File: src/rtl/cpu_pkg.sv
// Shared CPU datapath definitions: bus width, wait-counter width and the
// memory-data-register load FSM state encoding.
package cpu_pkg;

    localparam int DATA_W = 32;
    localparam int CNT_W  = 8;

    typedef enum logic [1:0] {
        IDLE = 2'd0,
        WAIT = 2'd1,
        DONE = 2'd2
    } mdr_state_t;

endpackage

File: src/rtl/wait_counter.sv
// Counts WAIT cycles of a memory read and flags the last cycle before the
// read is abandoned. Saturates at the limit so it can never wrap.
module wait_counter
    import cpu_pkg::*;
#(
    parameter int unsigned LIMIT = 16
) (
    input  logic clock,
    input  logic clear,
    input  logic start,
    input  logic en,
    output logic limit_hit
);

    localparam logic [CNT_W-1:0] TERM = CNT_W'(LIMIT - 1);

    logic [CNT_W-1:0] cnt;

    assign limit_hit = (cnt == TERM);

    always_ff @(posedge clock) begin
        if (clear || start) begin
            cnt <= '0;
        end else if (en && !limit_hit) begin
            cnt <= cnt + CNT_W'(1);
        end
    end

endmodule

File: src/rtl/mdr_mem_if.sv
// Memory data register with a bus/memory load sequencer and read timeout.
//
//   state | meaning
//   IDLE  | waiting for mdr_in; the only state that accepts a load
//   WAIT  | memory read outstanding, mem_req held high
//   DONE  | one-cycle completion, done pulsed
module mdr_mem_if
    import cpu_pkg::*;
#(
    parameter int unsigned TIMEOUT_CYCLES = 16
) (
    input  logic              clock,
    input  logic              clear,
    input  logic [DATA_W-1:0] bus_mux_out,
    input  logic              mdr_in,
    input  logic              read,
    input  logic [DATA_W-1:0] mem_rdata,
    input  logic              mem_ready,
    output logic              mem_req,
    output logic [DATA_W-1:0] mdr_out,
    output logic              busy,
    output logic              done,
    output logic              timeout_err
);

    mdr_state_t state;
    logic       limit_hit;
    logic       cnt_start;
    logic       cnt_en;

    assign mem_req = (state == WAIT);
    assign done    = (state == DONE);
    assign busy    = (state != IDLE);

    assign cnt_start = (state == IDLE) && mdr_in && read;
    // Only non-ready WAIT cycles count toward the timeout.
    assign cnt_en    = (state == WAIT) && !mem_ready;

    wait_counter #(
        .LIMIT (TIMEOUT_CYCLES)
    ) u_wait_counter (
        .clock     (clock),
        .clear     (clear),
        .start     (cnt_start),
        .en        (cnt_en),
        .limit_hit (limit_hit)
    );

    always_ff @(posedge clock) begin
        if (clear) begin
            state       <= IDLE;
            mdr_out     <= '0;
            timeout_err <= 1'b0;
        end else begin
            unique case (state)
                IDLE: begin
                    if (mdr_in) begin
                        timeout_err <= 1'b0;
                        if (read) begin
                            state <= WAIT;
                        end else begin
                            mdr_out <= bus_mux_out;
                            state   <= DONE;
                        end
                    end
                end
                WAIT: begin
                    // Ready wins over a timeout landing on the same edge.
                    if (mem_ready) begin
                        mdr_out <= mem_rdata;
                        state   <= DONE;
                    end else if (limit_hit) begin
                        timeout_err <= 1'b1;
                        state       <= IDLE;
                    end
                end
                DONE: begin
                    state <= IDLE;
                end
                default: begin
                    state <= IDLE;
                end
            endcase
        end
    end

endmodule

File: config.mk
export PLATFORM = sky130hd
export DESIGN_NAME = mdr_mem_if
export DESIGN_NICKNAME = d
export VERILOG_FILES = /design/src/rtl/cpu_pkg.sv /design/src/rtl/wait_counter.sv /design/src/rtl/mdr_mem_if.sv
export SDC_FILE = /design/constraint.sdc
export NUM_CORES = 1
export LEC_CHECK = 0
export BUFFER_PORTS_ARGS = -buffer_cell sky130_fd_sc_hd__buf_4
export CORE_MARGIN = 5
export CORE_UTILIZATION = 48
export CTS_BUF_LIST = sky130_fd_sc_hd__clkbuf_8 sky130_fd_sc_hd__clkbuf_16
export CTS_CLUSTER_SIZE = 20
export DETAILED_ROUTE_END_ITERATION = 16
export PLACE_DENSITY_LB_ADDON = 0.2
export SYNTH_ARGS = -nofsm -noshare
export SYNTH_HDL_FRONTEND = slang
export SYNTH_SLANG_ARGS = --single-unit
File: constraint.sdc
create_clock -name clock -period 3.33 [get_ports clock]
set_input_delay 0.666 -clock clock [delete_from_list [all_inputs] [get_ports clock]]
set_output_delay 0.666 -clock clock [all_outputs]
set_load 0.05 [all_outputs]
# After elaboration in Yosys (flattened, before gate mapping)

Cells that the tools add are included.

Add/sub/neg operators: 1
Equal/unequal tests: 9
Muxes and demuxes: 13
Reduce and logical (&&, ||, !) cells: 13

Operators with widths:

| cell                                                  | number |
|---|---|
| 2-to-1 mux 32 bit                                     | 3 |
| one-hot mux 32 bit (2 select lines)                   | 1 |
| adder 8 x 1 -> 8 bit, second input constant           | 1 |
| == test 8 x 4 -> 1 bit, second input constant         | 1 |
| 2-to-1 mux 2 bit                                      | 4 |
| inequality test 2 bit, second input constant          | 4 |
| AND reduction 4 bit                                   | 2 |
| logical AND 1 bit                                     | 4 |
| one-hot mux 2 bit (2 select lines)                    | 1 |
| nonzero test 2 bit                                    | 2 |
| 2-to-1 mux 1 bit                                      | 3 |
| inequality test 3 x 2 -> 1 bit, second input constant | 1 |
| == test 2 x 1 -> 1 bit, second input constant         | 1 |
| == test 2 bit, second input constant                  | 1 |
| logical NOT 1 bit                                     | 2 |
| logical NOT 2 bit                                     | 1 |
| inequality test 2 x 1 -> 1 bit, second input constant | 1 |
| one-hot mux 1 bit (2 select lines)                    | 1 |
| AND reduction 2 bit                                   | 1 |
| logical OR 1 bit                                      | 1 |

Bits in registers: 43
Output and inout port bits: 36
Word-level logic and storage cells: 40

# Logic depth before layout (Yosys ltp)

Gate-level depths: netlist of run 1.

Word-level depth: 4
Gate-level depth with buffers: 6
Mapped depth without buffers: 4

# Hierarchy

A second synthesis of run 1 with hierarchy kept.

Cell total of the unflattened synthesis: 257
Area total of the unflattened synthesis: 2272.2 sq um

Modules (own cells, without submodules):

| module       | seq. area each (sq um) | area an instance (sq um) | instances | cells an instance |
|---|---|---|---|---|
| mdr_mem_if   | 700.7                  | 1858.0                   | 1         | 209 |
| wait_counter | 160.2                  | 414.1                    | 1         | 48 |

# Worst setup path before layout of run 1

OpenSTA, ideal clock, no wires.

Path type: input-to-reg
From: input port read
To: register mdr_out[15]
Cell stages on the path: 5
Required time: 3.192 ns
Setup time: 0.138 ns
Path slack: 1.472 ns
Data arrival time: 1.721 ns
Cells stage by stage: nor4b_2 or2_1 clkbuf_1 clkbuf_1 a211oi_1

Word-level cells in the longest chain between the ends: 2

Ends and longest elaborated chain:

| item                            | line             | RTL |
|---|---|---|
| start, declared                 | mdr_mem_if.sv:16 | `input logic read,` |
| inequality test 2 bit (no line) | --               |  |
| AND reduction 4 bit (no line)   | --               |  |
| end signal, assigned            | mdr_mem_if.sv:62 | `mdr_out <= bus_mux_out;` |
| end signal, assigned            | mdr_mem_if.sv:70 | `mdr_out <= mem_rdata;` |
| end, declared                   | mdr_mem_if.sv:20 | `output logic [DATA_W-1:0] mdr_out,` |

No other way between the ends.
A chain may end at the register's enable or synchronous reset.

# Worst setup path in the final report of run 1

From: register state[0]
To: output port mem_req

Word-level cells in the longest chain between the ends: 1

Ends and longest elaborated chain:

| item                   | line             | RTL |
|---|---|---|
| start, declared        | mdr_mem_if.sv:26 | `mdr_state_t state;` |
| start signal, assigned | mdr_mem_if.sv:51 | `state <= IDLE;` |
| start signal, assigned | mdr_mem_if.sv:60 | `state <= WAIT;` |
| start signal, assigned | mdr_mem_if.sv:63 | `state <= DONE;` |
| == test 2 x 1 -> 1 bit | mdr_mem_if.sv:31 | `assign mem_req = (state == WAIT);` |
| end, declared          | mdr_mem_if.sv:19 | `output logic mem_req,` |

No other way between the ends.

==> run metrics, run 1 <==
status finished, final reports clean; CP top delay family flip-flops; CP required 2660 ps; Detailed Routing Iterations Pass 1 4; Max Buffers Root-to-Sink 2; worst-margin pin slew 898.7 ps; Port-buffer cells 104; CP max stage cell dfxtp_1; number of DRC markers in iteration 0 90; flops & latches, synth 43; asr flop ratio synth 0%; Die Width 75.17 µm; Worst Hold Class flop to flop; RSZ-0062 raised after global routing false; post-synthesis sequential area ratio 42.23%; Worst Path Buf+Inv 1; CTS tree built; Core ar. 0.004058 mm²; GPL Wtd Cong 0.8515; Final setup viols 0; n_diodes 0; Pleak 1.193 nW; mapped cell area 0.002038 mm²; post-CTS setup buffer count 0; Via density 5.448; HPWL after DPL 4105 µm; final period utilization 66.78%; CP max FO 13; Final Hold Viols 0; Reg clk slew, reported paths 70 ps; DRT met1 WL 2243 µm; Routed met2 length 2843 µm; Peak VDD IR 0.3517 mV; Post-synth EDFFs 0; GR Overflow Total 0; Antenna Violating Nets Remaining 0; crit path DAT 1560 ps; Die H 75.17 µm; most frequent cells in the layout buf_4 (108), dfxtp_1 (43), mux2i_1 (35), a211oi_1 (34), nor3_1 (32); hold_buf cts 0; wire length per cell 15.28 µm; metal3 WL 373 µm; CP Capture Type output port; Fin Setup TNS 0 ps; slowest cell delay on critical path 500 ps; root buf cell clkbuf_8; initial antenna violation count 0; commonest non-fill, non-tap cell in the layout buf_4; Area Growth Syn to Fin 43.40%; cts repair resizes 0; pin count of the biggest net entering global routing 43; Top FF cell, synth dfxtp_1; vias 1,956; Final Max Slew Viols 0; clk_lat worst skew 290 ps; drt drc 0; synthesized instance count 214; Routed WL 5486 µm; CTS buffer count 5; crit-path cells nor2b_4 > buf_4; final setup margin 1106 ps; io pins 105; Syn. warnings 0; Cell variety after synth 33; CP startpoint kind flop; clk sink count 43; post-route clock skew 9.636 ps; Die ar. 0.005650 mm²; layout cell share with drive strength beyond 1 37.54%; power per cell area 439.5 mW/mm²; Slew HR 39.53%; number of max-cap violations 0; Initial Utilization 50.23%; fill count 327; first-pass GRT wire length 8666 µm; H-tree levels 2; pre-CTS setup slack 1201 ps; maximum clock rate 449.7 MHz; synthesized net count 284; Overall Global Routing Usage 19.90%; final net count 378; clock period minus worst slack 2224 ps; total power 1.285 mW; Core Rows 23; syn avg cell area 9.524 µm²; vias in the first global route 1,914; Setup CP Type flop to output port; Highest Signal Layer met4
cells in the mapped netlist (all sizes together) (3+ instances only):
cell type  count  area (µm²)
clkbuf        15       56.30
a21oi          5       25.02
nor3          32       160.2
inv            5       18.77
buf            6       30.03
o21ai          3       15.01
nand3b         4       30.03
mux2i         35       350.3
dfxtp         43       860.8
nor2b          3       18.77
or3b           3       26.28
a211oi        34       255.2
report_power, final:
part	internal [mW]	total (mW)	switching [mW]
logic	0.162	0.404	0.242
clock network	0.141	0.305	0.164
registers	0.552	0.576	0.0234
cell families (layout without fill, tap and decap cells):
family                   after synthesis  count (layout)  synth area share (%)
AND/OR/NAND/NOR                       62              62                 18.29
AO/OA/AOI/OAI                         47              47                 16.51
flip-flops                            43              43                 42.23
multiplexers                          35              35                 17.19
buffers and inverters                 26             121                 5.156
adder cells (fa/ha/maj)                1               1                0.6138
sequential cells by signal, summed over array words and instances (netlist names):
name	flops
timeout_err	1
mdr_out	32
u_wait_counter.cnt	8
state	2
tightest hold or removal path, stage by stage (launching register included):
cell	delay [ps]
dfxtp_1	310
inv_1	50
a221oi_1	70
per-stage QoR:
step	instance area, µm²	util (%)	hold slack, ps	instances
4_1_cts	2923	72.03	493.7	359
2_1_floorplan	2038	-	464.8	214
5_1_grt	2923	72.03	514.9	359
6_report	2923	72.03	489.8	359
3_5_place_dp	2841	70.03	482.9	351
3_3_place_gp	2841	70.03	477.5	351
cell type report:
cell class              instances  area [µm²]  share of cell area (%)
multi-input cells             145        1089                   37.24
clock inverters                 3       12.51                  0.4281
flip-flops and latches         43       860.8                   29.45
repair buffers                108       810.8                   27.74
inverters                       5       18.77                  0.6421
well taps                      50       62.56                   2.140
clock buffers                   5       68.82                   2.354
routing by layer:
layer / GRT usage, % / vias to the layer above
met3: 7.210 / 2
met1: 22.18 / 904
li1: - / 1002
met5: 0 / -
met2: 35.98 / 48
met4: 4.854 / 0
path summary, 6_finish.rpt:
path	from	endpoint	slack, ps	depth (start not counted)
setup / recovery	state[0]	mem_req	1110	2
hold / removal	timeout_err	timeout_err	490	2
setup reg to reg	state[0]	mdr_out[21]	1420	4
hold reg to reg	timeout_err	timeout_err	490	2
Note: power is estimated with default switching activity, not from simulation.
==> run 2, diff against run 1 <==
CORE_UTILIZATION = 41   (was 48)
clock period = 1.85 ns   (was 3.33 ns; I/O delays follow)
==> run metrics, run 2 (same netlist as run 1, synthesis figures left out) <==
Die Width 80.51 µm (was 75.17 µm); vias 1,989 (was 1,956); Pleak 1.240 nW (was 1.193 nW); number of DRC markers in iteration 0 85 (was 90); most frequent cells in the layout buf_4 (113), dfxtp_1 (43), mux2i_1 (35), a211oi_1 (34), nor3_1 (32) (was buf_4 (108), dfxtp_1 (43), mux2i_1 (35), a211oi_1 (34), nor3_1 (32)); Setup CP Type flop to output port (unchanged); number of max-cap violations 0 (unchanged); DP Area 0.002940 mm² (was 0.002841 mm²); post-CTS setup buffer count 0 (unchanged); Detailed Routing Iterations Pass 1 4 (unchanged); H-tree levels 2 (unchanged); io pins 105 (unchanged); Largest register FFs 32 (unchanged); Reg clk slew, reported paths 80 ps (was 70 ps); status finished, final reports clean (unchanged); final period utilization 94.35%; root buf cell clkbuf_8 (unchanged); power per cell area 796.5 mW/mm² (was 439.5 mW/mm²); Max Buffers Root-to-Sink 2 (unchanged); RSZ-0062 raised after global routing false (unchanged); CTS tree built (unchanged); Core Rows 25 (was 23); Peak VDD IR 0.3916 mV (was 0.3517 mV); worst-margin pin slew 442.5 ps (was 898.7 ps); CP startpoint kind flop (unchanged); first-pass GRT wire length 8852 µm (was 8666 µm); clock period minus worst slack 1745 ps; Initial Utilization 42.59% (was 50.23%); Fin Setup TNS 0 ps (unchanged); Final Hold Viols 0 (unchanged); Final Max Slew Viols 0 (unchanged); GPL Wtd Cong 0.7727 (was 0.8515); clk_lat worst skew 290 ps (about the same); Port-buffer cells 104 (unchanged); wire length per cell 14.37 µm (was 15.28 µm); commonest non-fill, non-tap cell in the layout buf_4 (unchanged); pin count of the biggest net entering global routing 43 (unchanged); CP Capture Type output port (unchanged); HPWL after DPL 4131 µm (was 4105 µm); design area 0.003040 mm² (was 0.002923 mm²); top flop regs mdr_out x32, u_wait_counter.cnt x8, state x2 (unchanged); CTS buffer count 5 (unchanged); Area Growth Syn to Fin 49.17% (was 43.40%); final net count 385 (was 378); CP max FO 18 (was 13); Routed WL 5504 µm (was 5486 µm); Worst Hold Class input port to flop (was flop to flop); drt drc 0 (unchanged); maximum clock rate 572.9 MHz; top register by number of flip-flops mdr_out (unchanged); clk sink count 43 (unchanged); Final setup viols 0 (unchanged); n_diodes 0 (unchanged); Overall Global Routing Usage 17.37% (was 19.90%); CP required 1480 ps (was 2660 ps); Die ar. 0.006481 mm² (was 0.005650 mm²); pre-CTS setup slack 182.2 ps (was 1201 ps); crit path DAT 1380 ps (was 1560 ps); GR Overflow Total 0 (unchanged); Antenna Violating Nets Remaining 0 (unchanged); initial antenna violation count 0 (unchanged); Slew HR 70.50% (was 39.53%); final core occ 63.53% (was 72.03%); cts repair resizes 0 (unchanged); Die H 80.51 µm (was 75.17 µm); hold_buf cts 0 (unchanged); post-route clock skew 5.284 ps (was 9.636 ps); final setup margin 104.6 ps (was 1106 ps); WHS 320.3 ps (was 489.8 ps); layout cell share with drive strength beyond 1 39.24% (was 37.54%); vias in the first global route 1,905 (was 1,914); Via density 5.193 (was 5.448); Core ar. 0.004786 mm² (was 0.004058 mm²)
## run 2: worst paths after layout
check / startpoint / endpoint / slack, ps / depth (start not counted)
setup reg to reg: u_wait_counter.cnt[0] / u_wait_counter.cnt[4] / 280 / 4
hold reg to reg: timeout_err / timeout_err / 490 / 2
setup / recovery: state[0] / mem_req / 100 / 4
hold / removal: mdr_in / timeout_err / 320 / 2
## run 2: metrics by stage
step | cells | total power [mW]
floorplan | 214 | 1.515
global placement | 375 | 1.800
detailed placement | 375 | 1.811
CTS | 383 | 2.451
global route | 383 | 2.557
finish | 383 | 2.422
## run 2: report_power, final
| group | switching (mW) | internal (mW) | total [mW] |
|---|---|---|---|
| registers | 0.0348 | 0.994 | 1.03 |
| logic | 0.444 | 0.309 | 0.752 |
| clock network | 0.305 | 0.335 | 0.640 |
| total | 0.784 | 1.64 | 2.42 |
## run 2: final cells by class
type                       instances  area, µm²
multi-input combinational        145       1089
fill                             454       1745
timing repair buffer             115      888.4
inverter                           5      18.77
clock buffer                       7      96.34
clock inverter                     1      3.754
sequential                        43      860.8
tap                               67      83.83
## run 2: metal layers
metal / share of wire [%] / routed length, µm / track usage (%)
met4: 0.82 / 45 / 5.574
met2: 48 / 2624 / 29.64
met3: 10 / 571 / 6.278
met5: 0 / 0 / 0
met1: 41 / 2262 / 20.10
## run 2: critical path, stage by stage (launching register included)
cell,delay (ps)
dfxtp_1,330
buf_4,160
nor2b_4,190
buf_12,180
buf_4,220
==> run 3, diff against run 2 <==
CELL_PAD_IN_SITES_DETAIL_PLACEMENT = 1   (was unset)
CELL_PAD_IN_SITES_GLOBAL_PLACEMENT = 2   (was unset)
CORE_UTILIZATION = 23   (was 41)
GPL_TIMING_DRIVEN = 1   (was unset)
==> run metrics, run 3 (same netlist as run 1, synthesis figures left out) <==
Antenna Violating Nets Remaining 0 (unchanged); Core Rows 34 (was 25); post-route clock skew 9.015 ps (was 5.284 ps); Initial Utilization 23.49% (was 42.59%); slowest cell delay on critical path 540 ps (was 330 ps); clk_lat worst skew 290 ps (about the same); clock period minus worst slack 1760 ps (was 1745 ps); io pins 105 (unchanged); GPL Wtd Cong 0.7444 (was 0.7727); Slew HR 68.79% (was 70.50%); clk sink count 43 (unchanged); cts repair resizes 0 (unchanged); CTS tree built (unchanged); Reg clk slew, reported paths 90 ps (was 80 ps); Final Hold Viols 0 (unchanged); CTS buffer count 5 (unchanged); total power 2.455 mW (was 2.422 mW); drt drc 0 (unchanged); commonest non-fill, non-tap cell in the layout buf_4 (unchanged); Setup CP Type flop to flop (was flop to output port); non-filler cells, final 424 (was 383); Routed WL 6695 µm (was 5504 µm); CP Capture Type flop (was output port); Die H 104.1 µm (was 80.51 µm); Port-buffer cells 104 (unchanged); Worst Hold Class input port to flop (unchanged); crit path DAT 1990 ps (was 1380 ps); Final setup viols 0 (unchanged); Largest register FFs 32 (unchanged); CP startpoint kind flop (unchanged); Max Buffers Root-to-Sink 2 (unchanged); CP max FO 9 (was 18); Peak VDD IR 0.2600 mV (was 0.3916 mV); final period utilization 95.13% (was 94.35%); first-pass GRT wire length 10,730 µm (was 8852 µm); DP Area 0.002984 mm² (was 0.002940 mm²); CP max stage cell or4_1 (was dfxtp_1); n_diodes 0 (unchanged); vias in the first global route 2,112 (was 1,905); number of DRC markers in iteration 0 31 (was 85); vias 2,047 (was 1,989); Worst Path Buf+Inv 0 (was 3); Pleak 1.240 nW (about the same); Die ar. 0.01084 mm² (was 0.006481 mm²); Detailed Routing Iterations Pass 1 4 (unchanged); top flop regs mdr_out x32, u_wait_counter.cnt x8, state x2 (unchanged); worst-margin pin slew 468.2 ps (was 442.5 ps); Core ar. 0.008678 mm² (was 0.004786 mm²); status finished, final reports clean (unchanged); Overall Global Routing Usage 11.98% (was 17.37%); initial antenna violation count 0 (unchanged); Die Width 104.1 µm (was 80.51 µm); Final Max Slew Viols 0 (unchanged); post-CTS setup buffer count 1 (was 0); most frequent cells in the layout buf_4 (113), dfxtp_1 (43), mux2i_1 (35), a211oi_1 (34), nor3_1 (32) (unchanged); GR Overflow Total 0 (unchanged); design area 0.003092 mm² (was 0.003040 mm²); pin count of the biggest net entering global routing 43 (unchanged); top register by number of flip-flops mdr_out (unchanged); fill count 1,026 (was 454); layout cell share with drive strength beyond 1 39.24% (unchanged); RSZ-0062 raised after global routing false (unchanged); maximum clock rate 568.2 MHz (was 572.9 MHz); hold_buf cts 0 (unchanged); Fin Setup TNS 0 ps (unchanged); Via density 4.828 (was 5.193); H-tree levels 2 (unchanged); HPWL after DPL 4879 µm (was 4131 µm); root buf cell clkbuf_8 (unchanged); WHS 291.8 ps (was 320.3 ps); CP top delay family simple AND/OR/NAND/NOR gates (was buffers and inverters); CP required 2080 ps (was 1480 ps); final net count 385 (unchanged); Cells after DPL 415 (was 375); Area Growth Syn to Fin 51.69% (was 49.17%); wire length per cell 15.79 µm (was 14.37 µm); crit-path cells or3b_1 > or4_1 > a21oi_1 (was buf_4 > nor2b_4 > buf_12 > buf_4); number of max-cap violations 0 (unchanged); power per cell area 793.9 mW/mm² (was 796.5 mW/mm²)
run 3: layout make-up:
type | instances | area [µm²] | area share (%)
Tap cell | 108 | 135.1 | 4.371
Sequential cell | 43 | 860.8 | 27.84
Inverter | 5 | 18.77 | 0.6070
Multi-Input combinational cell | 145 | 1089 | 35.21
Clock inverter | 1 | 3.754 | 0.1214
Timing Repair Buffer | 115 | 888.4 | 28.73
Clock buffer | 7 | 96.34 | 3.116
run 3: routing by layer:
layer  wire (µm)  global-route usage (%)  part of all wire (%)  vias up
li1            -                       -                     -     1013
met1        2839                   14.32                    42      979
met2        3430                   20.54                    51       51
met3         359                   3.476                   5.4        4
met4          65                   3.885                  0.97        0
met5           0                       0                     0        -
run 3: final timing paths:
check	start	end	slack, ps	cells after the start
worst min-delay path	mdr_in	timeout_err	290	2
worst min register to register	timeout_err	timeout_err	480	2
worst max-delay path	state[0]	u_wait_counter.cnt[5]	90	3
worst max register to register	state[0]	u_wait_counter.cnt[5]	90	3
run 3: power breakdown:
group	leakage [nW]	internal, mW	switching, mW
sequential	0.353	0.994	0.0391
clock	0.0557	0.336	0.329
combinational	0.832	0.308	0.449
run 3: per-stage QoR:
stage	util, %	worst slack [ps]
global route	35.63	8.940
global placement	34.39	153.7
finish	35.63	90.13
CTS	35.63	94.36
detailed placement	34.39	112.0
floorplan	-	239.5
